### src/rtl/program_loader.sv
// rtl/program_loader.sv - length-prefixed byte-stream loader for the 32-word program memory
module program_loader #(
    parameter int DEPTH  = 32,
    parameter int ADDR_W = 5
) (
    input  logic              clk,
    input  logic              rst,
    input  logic              load_req,
    input  logic              in_valid,
    input  logic [7:0]        in_data,
    output logic              in_ready,
    output logic              mem_we,
    output logic [ADDR_W-1:0] mem_addr,
    output logic [31:0]       mem_wdata,
    output logic              busy,
    output logic              core_start,
    output logic              err
);
    typedef enum logic [2:0] {
        S_IDLE, S_CLEAR, S_HDR, S_DATA, S_WRITE, S_DONE, S_ERR
    } state_t;

    state_t            state_q, state_d;
    logic [7:0]        n_q, n_d;
    logic [ADDR_W-1:0] widx_q, widx_d;
    logic [1:0]        bcnt_q, bcnt_d;
    logic [23:0]       asm_q, asm_d;
    logic              in_ready_q, in_ready_d;
    logic              mem_we_q, mem_we_d;
    logic [ADDR_W-1:0] mem_addr_q, mem_addr_d;
    logic [31:0]       mem_wdata_q, mem_wdata_d;
    logic              busy_q, busy_d;
    logic              core_start_q, core_start_d;
    logic              err_q, err_d;
    logic              accept;

    assign accept = in_valid && in_ready_q;

    always_comb begin
        state_d = state_q;
        n_d     = n_q;
        widx_d  = widx_q;
        bcnt_d  = bcnt_q;
        asm_d   = asm_q;
        if (load_req) begin
            state_d = S_CLEAR;
            widx_d  = '0;
            bcnt_d  = '0;
            asm_d   = '0;
        end else begin
            case (state_q)
                S_CLEAR: if (mem_addr_q == ADDR_W'(DEPTH - 1)) state_d = S_HDR;
                S_HDR: if (accept) begin
                    if (in_data != 8'd0 && 32'(in_data) <= 32'(DEPTH)) begin
                        n_d     = in_data;
                        widx_d  = '0;
                        bcnt_d  = '0;
                        state_d = S_DATA;
                    end else begin
                        state_d = S_ERR;
                    end
                end
                S_DATA: if (accept) begin
                    case (bcnt_q)
                        2'd0: asm_d[7:0]   = in_data;
                        2'd1: asm_d[15:8]  = in_data;
                        2'd2: asm_d[23:16] = in_data;
                        default: ;
                    endcase
                    if (bcnt_q == 2'd3) begin
                        bcnt_d  = '0;
                        state_d = S_WRITE;
                    end else begin
                        bcnt_d = bcnt_q + 2'd1;
                    end
                end
                S_WRITE: begin
                    if (32'(widx_q) + 32'd1 == 32'(n_q)) begin
                        state_d = S_DONE;
                    end else begin
                        widx_d  = widx_q + ADDR_W'(1);
                        state_d = S_DATA;
                    end
                end
                default: ;
            endcase
        end

        // Outputs are registered from the next state so they line up with it.
        mem_we_d    = (state_d == S_CLEAR) || (state_d == S_WRITE);
        mem_addr_d  = '0;
        mem_wdata_d = '0;
        if (state_d == S_CLEAR) begin
            mem_addr_d = (state_q == S_CLEAR && !load_req) ? mem_addr_q + ADDR_W'(1) : '0;
        end else if (state_d == S_WRITE) begin
            mem_addr_d  = widx_q;
            mem_wdata_d = {in_data, asm_q};
        end
        in_ready_d   = (state_d == S_HDR) || (state_d == S_DATA);
        busy_d       = (state_d == S_CLEAR) || (state_d == S_HDR) ||
                       (state_d == S_DATA)  || (state_d == S_WRITE);
        core_start_d = (state_d == S_DONE);
        err_d        = (state_d == S_ERR);
    end

    always_ff @(posedge clk or posedge rst) begin
        if (rst) begin
            state_q      <= S_IDLE;
            n_q          <= '0;
            widx_q       <= '0;
            bcnt_q       <= '0;
            asm_q        <= '0;
            in_ready_q   <= 1'b0;
            mem_we_q     <= 1'b0;
            mem_addr_q   <= '0;
            mem_wdata_q  <= '0;
            busy_q       <= 1'b0;
            core_start_q <= 1'b0;
            err_q        <= 1'b0;
        end else begin
            state_q      <= state_d;
            n_q          <= n_d;
            widx_q       <= widx_d;
            bcnt_q       <= bcnt_d;
            asm_q        <= asm_d;
            in_ready_q   <= in_ready_d;
            mem_we_q     <= mem_we_d;
            mem_addr_q   <= mem_addr_d;
            mem_wdata_q  <= mem_wdata_d;
            busy_q       <= busy_d;
            core_start_q <= core_start_d;
            err_q        <= err_d;
        end
    end

    assign in_ready   = in_ready_q;
    assign mem_we     = mem_we_q;
    assign mem_addr   = mem_addr_q;
    assign mem_wdata  = mem_wdata_q;
    assign busy       = busy_q;
    assign core_start = core_start_q;
    assign err        = err_q;
endmodule
### config.mk
export PLATFORM = sky130hd
export DESIGN_NAME = program_loader
export DESIGN_NICKNAME = d
export VERILOG_FILES = /design/src/rtl/program_loader.sv
export SDC_FILE = /design/constraint.sdc
export NUM_CORES = 1
export LEC_CHECK = 0
export BUFFER_PORTS_ARGS = -buffer_cell sky130_fd_sc_hd__clkbuf_2
export CORE_MARGIN = 3
export CORE_UTILIZATION = 49
export DETAILED_ROUTE_END_ITERATION = 7
export PLACE_DENSITY_LB_ADDON = 0.25
export SYNTH_ARGS = -nofsm -noshare
export SYNTH_HDL_FRONTEND = slang
export SYNTH_SLANG_ARGS = --single-unit
### constraint.sdc
create_clock -name clk -period 3.3 [get_ports clk]
set_input_delay 0.66 -clock clk [delete_from_list [all_inputs] [get_ports clk]]
set_output_delay 0.66 -clock clk [all_outputs]
set_load 0.005 [all_outputs]
==> results of run 1 <==
stage by stage:
step	worst slack, ns	util	total power, uW	hold WS [ns]	cells
6_report	0.393	0.596	1760	0.354	483
5_1_grt	0.138	0.596	1830	0.405	483
4_1_cts	0.352	0.596	1770	0.371	483
3_5_place_dp	0.356	0.572	1140	0.463	468
3_3_place_gp	0.390	0.572	1140	0.453	468
2_1_floorplan	0.475	-	1110	0.442	329
critical path, cell delays in order, from the launching register on:
cell and delay (ns):
sky130_fd_sc_hd__dfrtp_1 0.46, sky130_fd_sc_hd__ha_1 0.35, sky130_fd_sc_hd__xor2_1 0.17, sky130_fd_sc_hd__or4_4 0.50, sky130_fd_sc_hd__nor4b_4 0.36, sky130_fd_sc_hd__a31oi_2 0.24
sky130_fd_sc_hd__nor3_4 0.35, sky130_fd_sc_hd__buf_4 0.25, sky130_fd_sc_hd__and2_1 0.15
cell usage after synthesis, types with 4 or more instances:
library cell	n
sky130_fd_sc_hd__dfrtp_1	84
sky130_fd_sc_hd__nand2_1	36
sky130_fd_sc_hd__and2_1	33
sky130_fd_sc_hd__nand3_1	23
sky130_fd_sc_hd__a21oi_1	20
sky130_fd_sc_hd__o21ai_0	14
sky130_fd_sc_hd__nand2b_1	13
sky130_fd_sc_hd__clkbuf_1	12
sky130_fd_sc_hd__nor2_1	12
sky130_fd_sc_hd__inv_1	9
sky130_fd_sc_hd__ha_1	7
sky130_fd_sc_hd__mux2_2	6
sky130_fd_sc_hd__nor3_1	5
sky130_fd_sc_hd__xnor2_1	5
sky130_fd_sc_hd__a22o_1	4
final cells by class:
| class | count | area, um2 |
|---|---|---|
| repair buffers | 59 | 323 |
| clock buffers | 11 | 141 |
| multi-input cells | 220 | 1410 |
| well taps | 96 | 120 |
| inverters | 9 | 35.0 |
| clock inverters | 4 | 26.3 |
| flip-flops and latches | 84 | 2100 |
| fillers | 626 | 2820 |
registers in the layout (all words and copies together) (netlist names):
| name | cells |
|---|---|
| n_q | 8 |
| mem_we | 1 |
| bcnt_q | 2 |
| mem_addr | 5 |
| asm_q | 24 |
| busy | 1 |
| state_q | 3 |
| widx_q | 5 |
| core_start | 1 |
| err | 1 |
| mem_wdata | 32 |
| in_ready | 1 |
per-layer routing:
| metal | wire (um) | track usage |
|---|---|---|
| met1 | 3170 | 0.254 |
| met2 | 3270 | 0.282 |
| met3 | 331 | 0.0451 |
| met4 | 93 | 0.0594 |
| met5 | 0 | 0 |
how the worst max path moves through the flow:
stage | from | to | cells past startpoint
floorplan | rst | asm_q[0] | 1
global placement | in_data[1] | n_q[2] | 6
detailed placement | in_data[1] | mem_wdata[30] | 8
CTS | widx_q[0] | mem_wdata[30] | 8
global route | widx_q[0] | mem_wdata[11] | 8
finish | widx_q[0] | mem_wdata[30] | 8
where the power goes:
| group | internal (uW) | switching, uW | total [uW] |
|---|---|---|---|
| logic | 22.3 | 53.6 | 75.9 |
| clock network | 289 | 348 | 636 |
| registers | 1040 | 5.86 | 1040 |
logic make-up after synthesis:
| group | synth area share |
|---|---|
| flops | 0.579 |
| mux | 0.0269 |
| compound gates | 0.101 |
| buf+inv | 0.0324 |
| fa+ha+maj | 0.0241 |
| simple gates | 0.217 |
| xor+xnor | 0.0193 |
==> impl_metrics.py, run 1 <==
metrics = {
    "grt": {
        "grt_antenna_before_repair": 0,
        "vias_in_the_first_global_route": 2477,
        "grt_first_pass_wirelength_mm": 12.1,
        "grt-ovfl-total": 0,
        "global_routing_usage_summed_across_all_routing_layers": 0.182,
        "grt_max_degree": 50,
    },
    "timing": {
        "final_max_slew_viol_count": 0,
        "fmax_ghz": 0.344,
        "fin_setup_tns_ns": 0,
        "timing.final.crit_share": 0.881,
        "setup_viol": 0,
        "timing_worst_slew_pin_value_ns": 0.651,
        "max_slew_margin": 0.564,
        "final-hold-violation-count": 0,
        "final_period_minus_worst_setup_slack_ns": 2.91,
        "clock-skew-final_ns": 0.00831,
        "setup_repair_after_global_routing_missed_its_margin": "false",
    },
    "place": {
        "finalWeightedCongestion": 0.778,
        "hpwl_detailed_mm": 4.74,
        "postPlaceCellArea_um2": 3990,
        "portBuffers": 53,
    },
    "setup_path": {
        "ff2ff_setup_slack_ns": 0.39,
        "rr_endpoint": "mem_wdata[30]",
        "timing.critical_path.fanout_max": 16,
        "critical_path.endpoint_type": "flop",
        "crit_path_start_kind": "flop",
        "critical_path_start_end_classification": "flop to flop",
        "timing.reg2reg.worst_path_depth": 8,
        "cp_data_required_time_ns": 3.59,
        "worst-endpoint-arrival_ns": 3.19,
        "crit-reg2reg-launch": "widx_q[0]",
    },
    "floorplan": {
        "placement_rows": 30,
        "dieArea_um2": 8480,
        "die_height_um": 92.1,
        "die_x_um": 92.1,
        "ios": 54,
        "floorplan.initialDensity": 0.520,
        "core_area_um2": 6980,
    },
    "synthesis": {
        "synth_ff_type": "sky130_fd_sc_hd__dfrtp_1",
        "synth_sequential_area_ratio": 0.579,
        "flip_flop_and_latch_count_after_synthesis": 84,
        "edff_count_synth": 0,
        "post_synth.cell_area_avg_um2": 11.0,
        "yosysWarnings": 0,
        "post_synth_inst_count": 329,
        "cell_type_with_the_highest_aggregate_area_in_the_netlist": "sky130_fd_sc_hd__dfrtp_1",
        "synth.top_cell.area_share": 0.579,
        "synth_cell_type_count": 46,
        "asyncSetResetFlopFracSynth": 1.00,
        "syn-num-nets": 348,
        "synth.cell_area_um2": 3630,
        "ys_top_cells_by_area": "sky130_fd_sc_hd__dfrtp_1 (58%), sky130_fd_sc_hd__and2_1 (5.7%), sky130_fd_sc_hd__nand2_1 (3.7%)",
    },
    "drt": {
        "routed-via-count": 2476,
        "wl_per_cell_um": 14.2,
        "drt_pre_antenna_iters": 4,
        "drt_first_iter_violations": 104,
        "wl_mm": 6.86,
        "detailed_route_vias_per_instance": 5.13,
        "post-route-drc-count": 0,
        "detail-route-antenna-nets": 0,
    },
    "clocking": {
        "h-tree-depth": 3,
        "tritoncts": "built",
        "cts.hold.buffers_added": 0,
        "cts-root-to-sink-buffers": 2,
        "cts_buffers": 9,
        "cts_setup_buffers": 0,
        "root_buffer": "sky130_fd_sc_hd__clkbuf_8",
        "ctsResizeCount": 0,
        "clock_insertion_delay_worst_skew_ns": 0.35,
        "clk_pin_slew_worst_paths_ns": 0.08,
        "cts_num_sinks": 84,
    },
    "power": {
        "pwr_density_cell_nw_per_um2": 422,
        "max-vdd-ir-drop_v": 0.000201,
        "p_leak_uw": 0.00200,
    },
    "cells_and_area": {
        "antennaDiodeCount": 0,
        "final_nets": 402,
        "layout-drive-gt1-share": 0.240,
        "layout_commonest_cell": "sky130_fd_sc_hd__dfrtp_1",
        "layout.cell_area.non_filler_um2": 4160,
        "most-common-layout-cells": "sky130_fd_sc_hd__dfrtp_1 (84), sky130_fd_sc_hd__clkbuf_2 (53), sky130_fd_sc_hd__nand2_1 (36), sky130_fd_sc_hd__and2_1 (33), sky130_fd_sc_hd__nand3_1 (23)",
        "area_delta_synth_final_pct": 14.5,
    },
    "job": {
        "timing.max_cap.violations": 0,
    },
    "min_path": {
        "hp-class": "input port to async pin",
    },
    "outcome": {
        "run_status": "finished clean",
    },
}
Power figures use the tool's default switching activity.
==> run 2: changes to the inputs <==
GPL_TIMING_DRIVEN = 0   (was unset)
PLACE_DENSITY = 0.7   (was unset)
PLACE_DENSITY_LB_ADDON = unset   (was 0.25)
==> impl_metrics.py, run 2 (synthesis gave the netlist of run 1 again) <==
metrics = {
    "clocking": {
        "cts_num_sinks": 84,
        "cts-root-to-sink-buffers": 2,
        "h-tree-depth": 3,
        "cts_setup_buffers": 0,
        "clk_pin_slew_worst_paths_ns": 0.08,
        "tritoncts": "built",
        "cts.hold.buffers_added": 0,
        "cts_buffers": 9,
        "ctsResizeCount": 0,
        "clock_insertion_delay_worst_skew_ns": 0.35,
        "root_buffer": "sky130_fd_sc_hd__clkbuf_8",
    },
    "floorplan": {
        "die_height_um": 92.1,
        "floorplan.initialDensity": 0.520,
        "core_area_um2": 6980,
        "dieArea_um2": 8480,
        "die_x_um": 92.1,
        "placement_rows": 30,
        "ios": 54,
    },
    "setup_path": {
        "critical_path_start_end_classification": "flop to flop",
        "timing.critical_path.fanout_max": 10,
        "critical_path.endpoint_type": "flop",
        "crit_path_start_kind": "flop",
        "worst-endpoint-arrival_ns": 3.34,
        "cp_data_required_time_ns": 3.57,
    },
    "timing": {
        "max_slew_margin": 0.533,
        "setup_repair_after_global_routing_missed_its_margin": "false",
        "final_period_minus_worst_setup_slack_ns": 3.07,
        "timing_worst_slew_pin_value_ns": 0.698,
        "final_max_slew_viol_count": 0,
        "final-hold-violation-count": 0,
        "setup_viol": 0,
        "fmax_ghz": 0.326,
        "clock-skew-final_ns": 0.0104,
        "timing.final.crit_share": 0.930,
        "timing.final.ws_setup_ns": 0.230,
    },
    "cells_and_area": {
        "final-instance-count-excl-fill": 493,
        "layout_commonest_cell": "sky130_fd_sc_hd__dfrtp_1",
        "layout-drive-gt1-share": 0.229,
        "n_fill_cell": 613,
        "largest_register_ff_count": 32,
        "most-common-layout-cells": "sky130_fd_sc_hd__dfrtp_1 (84), sky130_fd_sc_hd__clkbuf_2 (52), sky130_fd_sc_hd__nand2_1 (36), sky130_fd_sc_hd__and2_1 (33), sky130_fd_sc_hd__nand3_1 (23)",
        "area_delta_synth_final_pct": 15.9,
        "postLayoutCoreUtil": 0.603,
        "footprint_of_the_multi_input_gates_um2": 1410,
        "final_nets": 412,
        "area.sequential_um2": 2100,
        "antennaDiodeCount": 0,
    },
    "drt": {
        "post-route-drc-count": 0,
        "wl_mm": 7.45,
        "detail-route-antenna-nets": 0,
        "detailed_route_vias_per_instance": 5.14,
        "wl_per_cell_um": 15.1,
        "drt_first_iter_violations": 80,
        "routed-via-count": 2532,
        "drt_pre_antenna_iters": 4,
    },
    "grt": {
        "grt_first_pass_wirelength_mm": 12.5,
        "grt_antenna_before_repair": 0,
        "vias_in_the_first_global_route": 2560,
        "grt_max_degree": 71,
        "global_routing_usage_summed_across_all_routing_layers": 0.189,
        "grt-ovfl-total": 0,
    },
    "power": {
        "finalPower_uw": 1770,
        "power_frac_clock": 0.364,
        "p_leak_uw": 0.00202,
        "max-vdd-ir-drop_v": 0.000182,
        "power.sequential.fraction": 0.592,
        "pwr_density_cell_nw_per_um2": 419,
        "power.share.combinational": 0.044,
        "p_int_uw": 1350,
        "power.net_switching_uw": 415,
        "sw_frac_of_total": 0.235,
    },
    "min_path": {
        "hp-class": "input port to async pin",
    },
    "place": {
        "total_instance_count_after_detailed_placement": 478,
        "hpwl_detailed_mm": 5.27,
        "portBuffers": 52,
        "pre_cts_ws_ns": 0.197,
        "finalWeightedCongestion": 0.792,
    },
    "outcome": {
        "run_status": "finished clean",
    },
    "job": {
        "timing.max_cap.violations": 0,
    },
}
run 2: cell count changes in the layout (fill, tap and decap cells not counted), sizes merged:
| cell | before | now |
|---|---|---|
| clkinv | 4 | 3 |
| buf | 6 | 5 |
| clkbuf | 64 | 75 |
| inv | 8 | 9 |
run 2: area by class of cell:
type / instances / share of cell area
repair buffers: 53 / 0.0684
well taps: 96 / 0.0285
clock inverters: 4 / 0.00624
inverters: 9 / 0.00862
clock buffers: 11 / 0.0336
flip-flops and latches: 84 / 0.499
multi-input cells: 220 / 0.336
plain buffers: 16 / 0.0199
run 2: per-stage QoR:
step	hold slack [ns]	instance area [um2]	setup TNS (ns)
floorplan	0.442	3630	0
global placement	0.452	4010	-30.44
finish	0.216	4210	0
global route	0.208	4210	0
detailed placement	0.462	4040	0
CTS	0.204	4210	0
run 2: critical path: stages (launching register included):
cell and delay [ns]:
sky130_fd_sc_hd__dfrtp_1 0.47, sky130_fd_sc_hd__ha_1 0.35, sky130_fd_sc_hd__xor2_1 0.17, sky130_fd_sc_hd__or4_4 0.50
sky130_fd_sc_hd__nor4b_4 0.37, sky130_fd_sc_hd__a31oi_2 0.25, sky130_fd_sc_hd__nor3_4 0.53, sky130_fd_sc_hd__buf_6 0.22
sky130_fd_sc_hd__o2bb2ai_1 0.13
run 2: worst paths after layout:
| check | startpoint | to | slack [ns] | depth (start not counted) |
|---|---|---|---|---|
| max reg2reg | widx_q[0] | mem_addr[0] | 0.23 | 8 |
| min in group clk | asm_q[13] | asm_q[13] | 0.48 | 2 |
| max in group asynchronous | rst | n_q[0] | 2.51 | 3 |
| max | widx_q[0] | mem_addr[0] | 0.23 | 8 |
| min | rst | mem_we | 0.22 | 2 |
| min reg2reg | asm_q[13] | asm_q[13] | 0.48 | 2 |
run 2: power groups by stage:
stage | logic [uW] | clock network (uW) | registers [uW]
3_5_place_dp | 79.2 | 0 | 1070
6_report | 77.3 | 643 | 1050
2_1_floorplan | 41.9 | 0 | 1060
4_1_cts | 79.4 | 660 | 1050
3_3_place_gp | 72.6 | 0 | 1070
5_1_grt | 86.7 | 712 | 1050
run 2: routing by layer:
| layer | track usage | wire [um] | up-vias | part of all wire |
|---|---|---|---|---|
| li1 | - | - | 1257 | - |
| met1 | 0.247 | 3410 | 1208 | 0.46 |
| met2 | 0.313 | 3680 | 57 | 0.49 |
| met3 | 0.0402 | 268 | 10 | 0.036 |
| met4 | 0.0619 | 95 | 0 | 0.013 |
| met5 | 0 | 0 | - | 0 |
==> run 3: changes to the inputs <==
ABC_AREA = 1   (was unset)
CORE_UTILIZATION = 51   (was 49)
GPL_TIMING_DRIVEN = unset   (was 0)
PLACE_DENSITY = 0.72   (was 0.7)
==> impl_metrics.py, run 3 <==
metrics = {
    "outcome": {
        "run_status": "finished clean",
    },
    "synthesis": {
        "syn-num-nets": 437,
        "ys_top_cells_by_area": "sky130_fd_sc_hd__dfrtp_1 (57%), sky130_fd_sc_hd__nand2_1 (9.0%), sky130_fd_sc_hd__inv_1 (6.7%)",
        "synth.top_cell.area_share": 0.568,
        "synth.cell_area_um2": 3700,
        "edff_count_synth": 0,
        "post_synth.cell_area_avg_um2": 8.86,
        "yosysWarnings": 0,
        "synth_ff_type": "sky130_fd_sc_hd__dfrtp_1",
        "asyncSetResetFlopFracSynth": 1.00,
        "synth_sequential_area_ratio": 0.568,
        "most_used_standard_cell_by_instance_count_after_synthesis": "sky130_fd_sc_hd__nand2_1",
        "cell_type_with_the_highest_aggregate_area_in_the_netlist": "sky130_fd_sc_hd__dfrtp_1",
        "post_synth_inst_count": 418,
        "synth_cell_type_count": 30,
        "flip_flop_and_latch_count_after_synthesis": 84,
        "synth_commonest_cells": "sky130_fd_sc_hd__nand2_1 (89), sky130_fd_sc_hd__dfrtp_1 (84), sky130_fd_sc_hd__inv_1 (66), sky130_fd_sc_hd__nor2_1 (50), sky130_fd_sc_hd__o21ai_0 (39)",
    },
    "power": {
        "p_leak_uw": 0.00226,
        "pwr_density_cell_nw_per_um2": 464,
        "max-vdd-ir-drop_v": 0.000217,
    },
    "clocking": {
        "ctsResizeCount": 0,
        "tritoncts": "built",
        "cts_buffers": 9,
        "clock_insertion_delay_worst_skew_ns": 0.36,
        "clk_pin_slew_worst_paths_ns": 0.09,
        "cts.hold.buffers_added": 0,
        "cts_num_sinks": 84,
        "cts_setup_buffers": 0,
        "cts-root-to-sink-buffers": 2,
        "root_buffer": "sky130_fd_sc_hd__clkbuf_8",
        "h-tree-depth": 3,
    },
    "setup_path": {
        "critical_path.endpoint_type": "flop",
        "timing.critical_path.fanout_max": 34,
        "critical_path_start_end_classification": "flop to flop",
        "rr_endpoint": "mem_wdata[31]",
        "crit-reg2reg-launch": "widx_q[0]",
        "worst-endpoint-arrival_ns": 2.60,
        "cp_data_required_time_ns": 3.57,
        "crit_path_start_kind": "flop",
        "timing.reg2reg.worst_path_depth": 11,
        "ff2ff_setup_slack_ns": 0.97,
    },
    "cells_and_area": {
        "area_delta_synth_final_pct": 14.1,
        "largest_register_ff_count": 32,
        "antennaDiodeCount": 0,
        "layout_commonest_cell": "sky130_fd_sc_hd__nand2_1",
        "n_fill_cell": 642,
        "layout-drive-gt1-share": 0.201,
        "area.sequential_um2": 2100,
        "most-common-layout-cells": "sky130_fd_sc_hd__nand2_1 (89), sky130_fd_sc_hd__dfrtp_1 (84), sky130_fd_sc_hd__inv_1 (65), sky130_fd_sc_hd__clkbuf_2 (53), sky130_fd_sc_hd__nor2_1 (50)",
        "footprint_of_the_multi_input_gates_um2": 1250,
        "final_nets": 492,
    },
    "floorplan": {
        "placement_rows": 30,
        "floorplan.initialDensity": 0.536,
        "die_x_um": 91.2,
        "dieArea_um2": 8320,
        "die_height_um": 91.2,
        "ios": 54,
        "core_area_um2": 6910,
    },
    "grt": {
        "grt_antenna_before_repair": 0,
        "grt-ovfl-total": 0,
        "vias_in_the_first_global_route": 2751,
        "global_routing_usage_summed_across_all_routing_layers": 0.198,
        "grt_first_pass_wirelength_mm": 13.0,
        "grt_max_degree": 42,
    },
    "min_path": {
        "hp-class": "input port to async pin",
    },
    "drt": {
        "drt_pre_antenna_iters": 4,
        "post-route-drc-count": 0,
        "routed-via-count": 2854,
        "wl_per_cell_um": 13.2,
        "wl_mm": 7.57,
        "drt_first_iter_violations": 126,
        "detail-route-antenna-nets": 0,
        "detailed_route_vias_per_instance": 4.97,
    },
    "timing": {
        "setup_viol": 0,
        "timing_worst_slew_pin_value_ns": 0.678,
        "fin_setup_tns_ns": 0,
        "final-hold-violation-count": 0,
        "final_max_slew_viol_count": 0,
        "timing.final.crit_share": 0.706,
        "fmax_ghz": 0.429,
        "max_slew_margin": 0.547,
        "final_period_minus_worst_setup_slack_ns": 2.33,
        "setup_repair_after_global_routing_missed_its_margin": "false",
        "hold_slack_ns": 0.348,
        "clock-skew-final_ns": 0.0138,
    },
    "place": {
        "hpwl_detailed_mm": 5.40,
        "portBuffers": 53,
        "finalWeightedCongestion": 0.802,
    },
    "job": {
        "timing.max_cap.violations": 0,
    },
}
run 3: cell count changes after synthesis, moves of 7 or more:
cell and change:
sky130_fd_sc_hd__inv_1 +57, sky130_fd_sc_hd__nand2_1 +53, sky130_fd_sc_hd__nor2_1 +38, sky130_fd_sc_hd__and2_1 -33, sky130_fd_sc_hd__o21ai_0 +25, sky130_fd_sc_hd__a21oi_1 -16, sky130_fd_sc_hd__nand4_1 +15, sky130_fd_sc_hd__nand2b_1 -13
sky130_fd_sc_hd__nor2_2 +11, sky130_fd_sc_hd__clkbuf_1 -7
run 3: area by class of cell:
class / count / area share
flip-flops and latches: 84 / 0.498
multi-input cells: 254 / 0.297
repair buffers: 55 / 0.0664
inverters: 69 / 0.0634
clock buffers: 9 / 0.0293
well taps: 96 / 0.0284
clock inverters: 7 / 0.0178
run 3: worst max path at each step:
stage               start       endpoint  slack [ns]  depth (start not counted)
2_1_floorplan         rst       asm_q[0]        0.47                          1
3_3_place_gp   in_data[4]  mem_wdata[17]        0.96                         10
3_5_place_dp   in_data[2]  mem_wdata[31]        0.85                         10
4_1_cts         widx_q[0]  mem_wdata[31]        0.95                         11
5_1_grt         widx_q[0]  mem_wdata[15]        0.65                         13
6_report        widx_q[0]  mem_wdata[31]        0.97                         11
run 3: where the power goes:
group,internal [uW],switching [uW],total [uW]
Combinational,42.6,105,148
Sequential,1060,13.3,1070
Clock,355,385,740
run 3: cell families after synthesis:
group,Yosys count,share of synthesized area
XOR/XNOR,1,0.00237
AO/OA/AOI/OAI,47,0.0679
adder cells (fa/ha/maj),7,0.0236
flip-flops,84,0.568
AND/OR/NAND/NOR,199,0.245
buffers and inverters,80,0.0936
run 3: critical path: stages, from the launching register on:
cell,delay [ns]
sky130_fd_sc_hd__dfrtp_1,0.47
sky130_fd_sc_hd__ha_1,0.35
sky130_fd_sc_hd__inv_1,0.04
sky130_fd_sc_hd__nand2_1,0.05
sky130_fd_sc_hd__nand3_1,0.07
sky130_fd_sc_hd__nor2_1,0.11
sky130_fd_sc_hd__nand3_2,0.10
sky130_fd_sc_hd__o21bai_2,0.16
sky130_fd_sc_hd__nand2_1,0.10
sky130_fd_sc_hd__nand2_4,0.17
sky130_fd_sc_hd__nand3_4,0.37
sky130_fd_sc_hd__nor2_1,0.23
run 3: per-stage QoR:
stage	std cells	util	total power (uW)	worst slack [ns]	cell area [um2]
2_1_floorplan	418	-	1190	0.475	3700
3_3_place_gp	558	0.583	1240	0.956	4030
3_5_place_dp	558	0.583	1240	0.854	4030
4_1_cts	574	0.612	1980	0.946	4220
5_1_grt	574	0.612	2040	0.654	4220
6_report	574	0.612	1960	0.970	4220
run 3: routing by layer:
layer | vias to the layer above | share of wire | GRT usage
met4 | 0 | 0.015 | 0.0817
met1 | 1344 | 0.45 | 0.278
met2 | 87 | 0.46 | 0.296
met3 | 13 | 0.070 | 0.0481
li1 | 1410 | - | -
met5 | - | 0 | 0
